### config.mk
export PLATFORM = sky130hd
export DESIGN_NAME = stopwatch_time_counter
export DESIGN_NICKNAME = d
export VERILOG_FILES = /design/src/rtl/stopwatch_time_counter.sv
export SDC_FILE = /design/constraint.sdc
export NUM_CORES = 1
export LEC_CHECK = 0
export BUFFER_PORTS_ARGS = -buffer_cell sky130_fd_sc_hd__buf_2
export CAP_MARGIN = 20
export CORE_UTILIZATION = 35
export CTS_BUF_LIST = sky130_fd_sc_hd__clkbuf_8
export DETAILED_ROUTE_END_ITERATION = 16
export PLACE_DENSITY_LB_ADDON = 0.15
export SYNTH_ARGS = -nofsm -noshare
export SYNTH_HDL_FRONTEND = slang
export SYNTH_SLANG_ARGS = --single-unit
### constraint.sdc
create_clock -name clk -period 2.1 [get_ports clk]
set_input_delay 0.315 -clock clk [delete_from_list [all_inputs] [get_ports clk]]
set_output_delay 0.315 -clock clk [all_outputs]
set_load 0.01 [all_outputs]
### src/rtl/stopwatch_time_counter.sv
// stopwatch_time_counter: divides clk to a 1 Hz count enable and keeps mm:ss (each 0-59)
//   under start/stop and clear control. start_stop rising edges toggle counting; clear
//   forces 00:00 and stops. Ports: clk, reset (sync, active-high), start_stop, clear in;
//   seconds_bin, minuts_bcd (binary 0-59), running, tick, rollover out (all registered).
// Latency: control inputs take effect on the next edge; counts update one edge after
//   the last prescaler cycle of a second.
// Backpressure: none; free-running counter with no handshake.
module stopwatch_time_counter #(
  parameter int TICK_DIV = 100_000_000,
  parameter int PRE_W    = 27
) (
  input  logic       clk,
  input  logic       reset,
  input  logic       start_stop,
  input  logic       clear,
  output logic [5:0] seconds_bin,
  output logic [5:0] minuts_bcd,
  output logic       running,
  output logic       tick,
  output logic       rollover
);

  localparam logic [PRE_W-1:0] PRE_LAST  = PRE_W'(TICK_DIV - 1);
  localparam logic [5:0]       UNIT_LAST = 6'd59;

  typedef enum logic [1:0] {
    IDLE = 2'd0,
    RUN  = 2'd1,
    HOLD = 2'd2
  } state_t;

  state_t           state;
  state_t           state_nxt;
  logic             ss_d;
  logic             rise;
  logic [PRE_W-1:0] pre;
  logic [PRE_W-1:0] pre_nxt;
  logic [5:0]       sec_nxt;
  logic [5:0]       min_nxt;
  logic             step_sec;
  logic             sec_wrap;
  logic             min_wrap;

  // Button history is sampled even during reset, so a button held through
  // reset never looks like a fresh press afterwards.
  always_ff @(posedge clk) begin
    ss_d <= start_stop;
  end

  assign rise = start_stop & ~ss_d;

  // Next-state logic: clear wins over a same-cycle button edge.
  always_comb begin
    state_nxt = state;
    if (clear) begin
      state_nxt = IDLE;
    end else if (rise) begin
      case (state)
        IDLE:    state_nxt = RUN;
        RUN:     state_nxt = HOLD;
        HOLD:    state_nxt = RUN;
        default: state_nxt = IDLE;
      endcase
    end
  end

  // The registered state alone gates the increment, so a stop request that lands
  // on the last prescaler cycle still lets that second be counted.
  always_comb begin
    step_sec = (state == RUN) && (pre == PRE_LAST) && !clear;
    sec_wrap = (seconds_bin == UNIT_LAST);
    min_wrap = (minuts_bcd == UNIT_LAST);
  end

  // Prescaler only advances in RUN; in HOLD it keeps the fractional second.
  always_comb begin
    pre_nxt = pre;
    if (clear) begin
      pre_nxt = '0;
    end else if (state == RUN) begin
      if (pre == PRE_LAST) begin
        pre_nxt = '0;
      end else begin
        pre_nxt = pre + PRE_W'(1);
      end
    end
  end

  // Time counters: seconds carry into minutes, and 59:59 wraps to 00:00.
  always_comb begin
    sec_nxt = seconds_bin;
    min_nxt = minuts_bcd;
    if (clear) begin
      sec_nxt = '0;
      min_nxt = '0;
    end else if (step_sec) begin
      if (sec_wrap) begin
        sec_nxt = '0;
        if (min_wrap) begin
          min_nxt = '0;
        end else begin
          min_nxt = minuts_bcd + 6'd1;
        end
      end else begin
        sec_nxt = seconds_bin + 6'd1;
      end
    end
  end

  always_ff @(posedge clk) begin
    if (reset) begin
      state       <= IDLE;
      pre         <= '0;
      seconds_bin <= '0;
      minuts_bcd  <= '0;
      running     <= 1'b0;
      tick        <= 1'b0;
      rollover    <= 1'b0;
    end else begin
      state       <= state_nxt;
      pre         <= pre_nxt;
      seconds_bin <= sec_nxt;
      minuts_bcd  <= min_nxt;
      // running mirrors the registered state, so it is derived from the next state.
      running     <= (state_nxt == RUN);
      tick        <= step_sec;
      rollover    <= step_sec && sec_wrap && min_wrap;
    end
  end

endmodule

==> summary.md <==
| Metric | Value |
|---|---|
| Status | `finished, final reports clean` |
| Slew HR | `64.7%` |
| Synth Register Bits | `45` |
| First-pass DRT Iterations | `4` |
| Layout area overhead | `16.4%` |
| P_int | `1.14 mW` |
| TritonCTS Buffers | `5` |
| Ports | `19` |
| Largest net degree at the start of global routing | `27` |
| Cell with the most instances after synthesis | `dfxtp_1` |
| Post-DRT Antenna Nets | `0` |
| Switch share | `22.5%` |
| Diode count | `0` |
| VDD IR max | `0.281 mV` |
| Drt wl/cell | `13.0 um` |
| Final period util | `95.3%` |
| R2r worst-path depth | `4` |
| CP max FO | `12` |
| Total core area | `5960 um^2` |
| CTS H-Tree Depth | `2` |
| TritonCTS clock tree | `built` |
| Worst hold path type | `in2reg` |
| DP Wirelength | `3190 um` |
| Setup Crit Path Kind | `reg2reg` |
| Fin. max-slew vios | `0` |
| Layout cells sized above 1 | `18.1%` |
| Pwr dens | `582 nW/um^2` |
| Total global routing overflow | `0` |
| Register area | `901 um^2` |
| Synth top area share | `41.5%` |
| Gate power share | `2.7%` |
| Avg Inst Size Synth | `8.60 um^2` |
| Top cells by count, synth | `dfxtp_1 (45), nor2_1 (21), a21oi_1 (20), nand2_1 (20), o21ai_0 (14)` |
| Later-pin clock latency in the skew report | `300 ps` |
| Tot GR Track Use | `14.8%` |
| Final instance area | `2520 um^2` |
| Residual DRC | `0` |
| Setup violators final | `0` |
| Area after DPL | `2420 um^2` |
| Die area | `6510 um^2` |
| Clock slew at reported path FFs | `90 ps` |
| Leak | `0.895 nW` |
| Area taken by multi-input logic gates | `1190 um^2` |
| Req. time, crit path | `2330 ps` |
| Final Hold Vio Count | `0` |
| Predominant post-synthesis flop cell | `dfxtp_1` |
| Crit end category | `flop` |
| Sequential fraction of the synthesis area | `41.5%` |
| Sequential share of power | `58.4%` |
| Chip height | `80.7 um` |
| Net switching power | `331 uW` |
| Root buf cell | `clkbuf_8` |
| Filler cell count | `582` |
| Min cycle time layout | `2000 ps` |
| Die Width | `80.7 um` |
| Starting Density | `36.4%` |
| Vias in the first global route | `1617` |
| Min Hold Slack | `129 ps` |
| Clock sink count | `45` |
| Post-Synthesis Cells | `252` |
| Largest cells by area after synthesis | `dfxtp_1 (42%), a21oi_1 (4.6%), or3_1 (3.8%)` |
| Hold Path Stages | `1` |
| DRT Wirelength | `4640 um` |
| Setup TNS | `0 ps` |
| Iteration-0 DRC Markers | `115` |
| Max frequency | `499 MHz` |
| Via count | `1888` |
| Num rows | `28` |
| Ys async rst share | `0%` |
| Vias per cell | `5.30` |
| Final Skew | `11.2 ps` |
| Synth warn | `0` |
| Area leader, netlist | `dfxtp_1` |
| RSZ-0062 raised after global routing | `no` |
| Clock Tree Buf Depth | `2` |
| Mapped Area | `2170 um^2` |
| Worst-Margin Slew | `527 ps` |
| MaxCap Viol Count | `0` |
| Clock power share | `38.9%` |
| Post-Syn Nets | `259` |
| PortBufs | `18` |
| Initial antenna violation count | `0` |
| Global-route wire length before repair | `7520 um` |
| EDFF count, synth | `0` |
| GPL Wtd Cong | `0.757` |
| Nets | `287` |
| WP data arrival | `2230 ps` |
| Startpoint types | `flop` |
| Synth unique cells | `46` |
## layout by cell type (no fill, tap or decap), drive strengths merged, types with 3 or more instances in the layout
| cell type | count |
|---|---|
| a21oi | 20 |
| a311oi | 3 |
| and3 | 4 |
| and4b | 3 |
| buf | 33 |
| clkbuf | 6 |
| dfxtp | 45 |
| ha | 3 |
| inv | 7 |
| mux2i | 5 |
| nand2 | 20 |
| nand3 | 11 |
| nand4 | 9 |
| nor2 | 21 |
| nor3 | 6 |
| nor4 | 3 |
| o21ai | 15 |
| o31ai | 6 |
| or3 | 13 |
| or4 | 8 |
| xnor2 | 9 |
## power by group through the flow
stage / registers [mW] / clock network, mW / logic, mW
6_report: 0.857 / 0.571 / 0.0404
5_1_grt: 0.858 / 0.626 / 0.0448
4_1_cts: 0.857 / 0.590 / 0.0406
3_5_place_dp: 0.877 / 0 / 0.0405
3_3_place_gp: 0.877 / 0 / 0.0411
2_1_floorplan: 0.878 / 0 / 0.0239
## timing repair
action,in CTS,in global routing
setup endpoints to repair,0,6
hold buffers,0,0
gates resized for setup,0,2
setup buffers,0,0
## worst max-delay path, stage by stage, from the launching register on
cell and delay [ps]:
dfxtp_1 440, nand4b_1 170, or4_1 720, or4_1 460
a21oi_1 140
## cell families (layout without fill, tap and decap cells)
logic type / count (synthesis) / after routing / share of synthesized area (%)
flip-flops: 45 / 45 / 41.5
buffers and inverters: 19 / 48 / 3.87
XOR/XNOR: 11 / 11 / 4.44
AND/OR/NAND/NOR: 114 / 114 / 30.6
AO/OA/AOI/OAI: 55 / 55 / 15.5
multiplexers: 5 / 5 / 2.31
adder cells (fa/ha/maj): 3 / 3 / 1.73
## layer usage
| layer | vias to the layer above | global-route usage, % | part of all wire [%] |
|---|---|---|---|
| met5 | - | 0 | 0 |
| met4 | 0 | 4.29 | 0.58 |
| met3 | 2 | 3.52 | 3.4 |
| met2 | 29 | 22.3 | 43 |
| met1 | 859 | 20.7 | 53 |
| li1 | 998 | - | - |
## flip-flops by register name (all words and copies together), names as in the netlist
name / flops
running: 1
state: 2
rollover: 1
tick: 1
pre: 27
minuts_bcd: 6
ss_d: 1
seconds_bin: 6
## stage by stage
step,setup WS (ps),util (%),power [mW],std cells
after floorplan,175,-,0.902,252
after global placement,104,40.6,0.918,348
after global routing,4.10,42.4,1.53,356
final,97.8,42.4,1.47,356
after detailed placement,50.0,40.6,0.918,348
after CTS,5.02,42.2,1.49,356
## area by class of cell
| class | count | share of cell area, % |
|---|---|---|
| inverter | 7 | 1.04 |
| clock buffer | 6 | 3.27 |
| tap | 75 | 3.72 |
| timing repair buffer | 33 | 8.52 |
| clock inverter | 2 | 0.545 |
| sequential | 45 | 35.7 |
| multi-input combinational | 188 | 47.2 |
## final timing paths
| check | endpoint | slack (ps) | from |
|---|---|---|---|
| min reg2reg | pre[26] | 490 | pre[26] |
| max reg2reg | pre[23] | 100 | state[0] |
| max | pre[23] | 100 | state[0] |
| min | ss_d | 130 | start_stop |
Note: power is estimated with default switching activity, not from simulation.
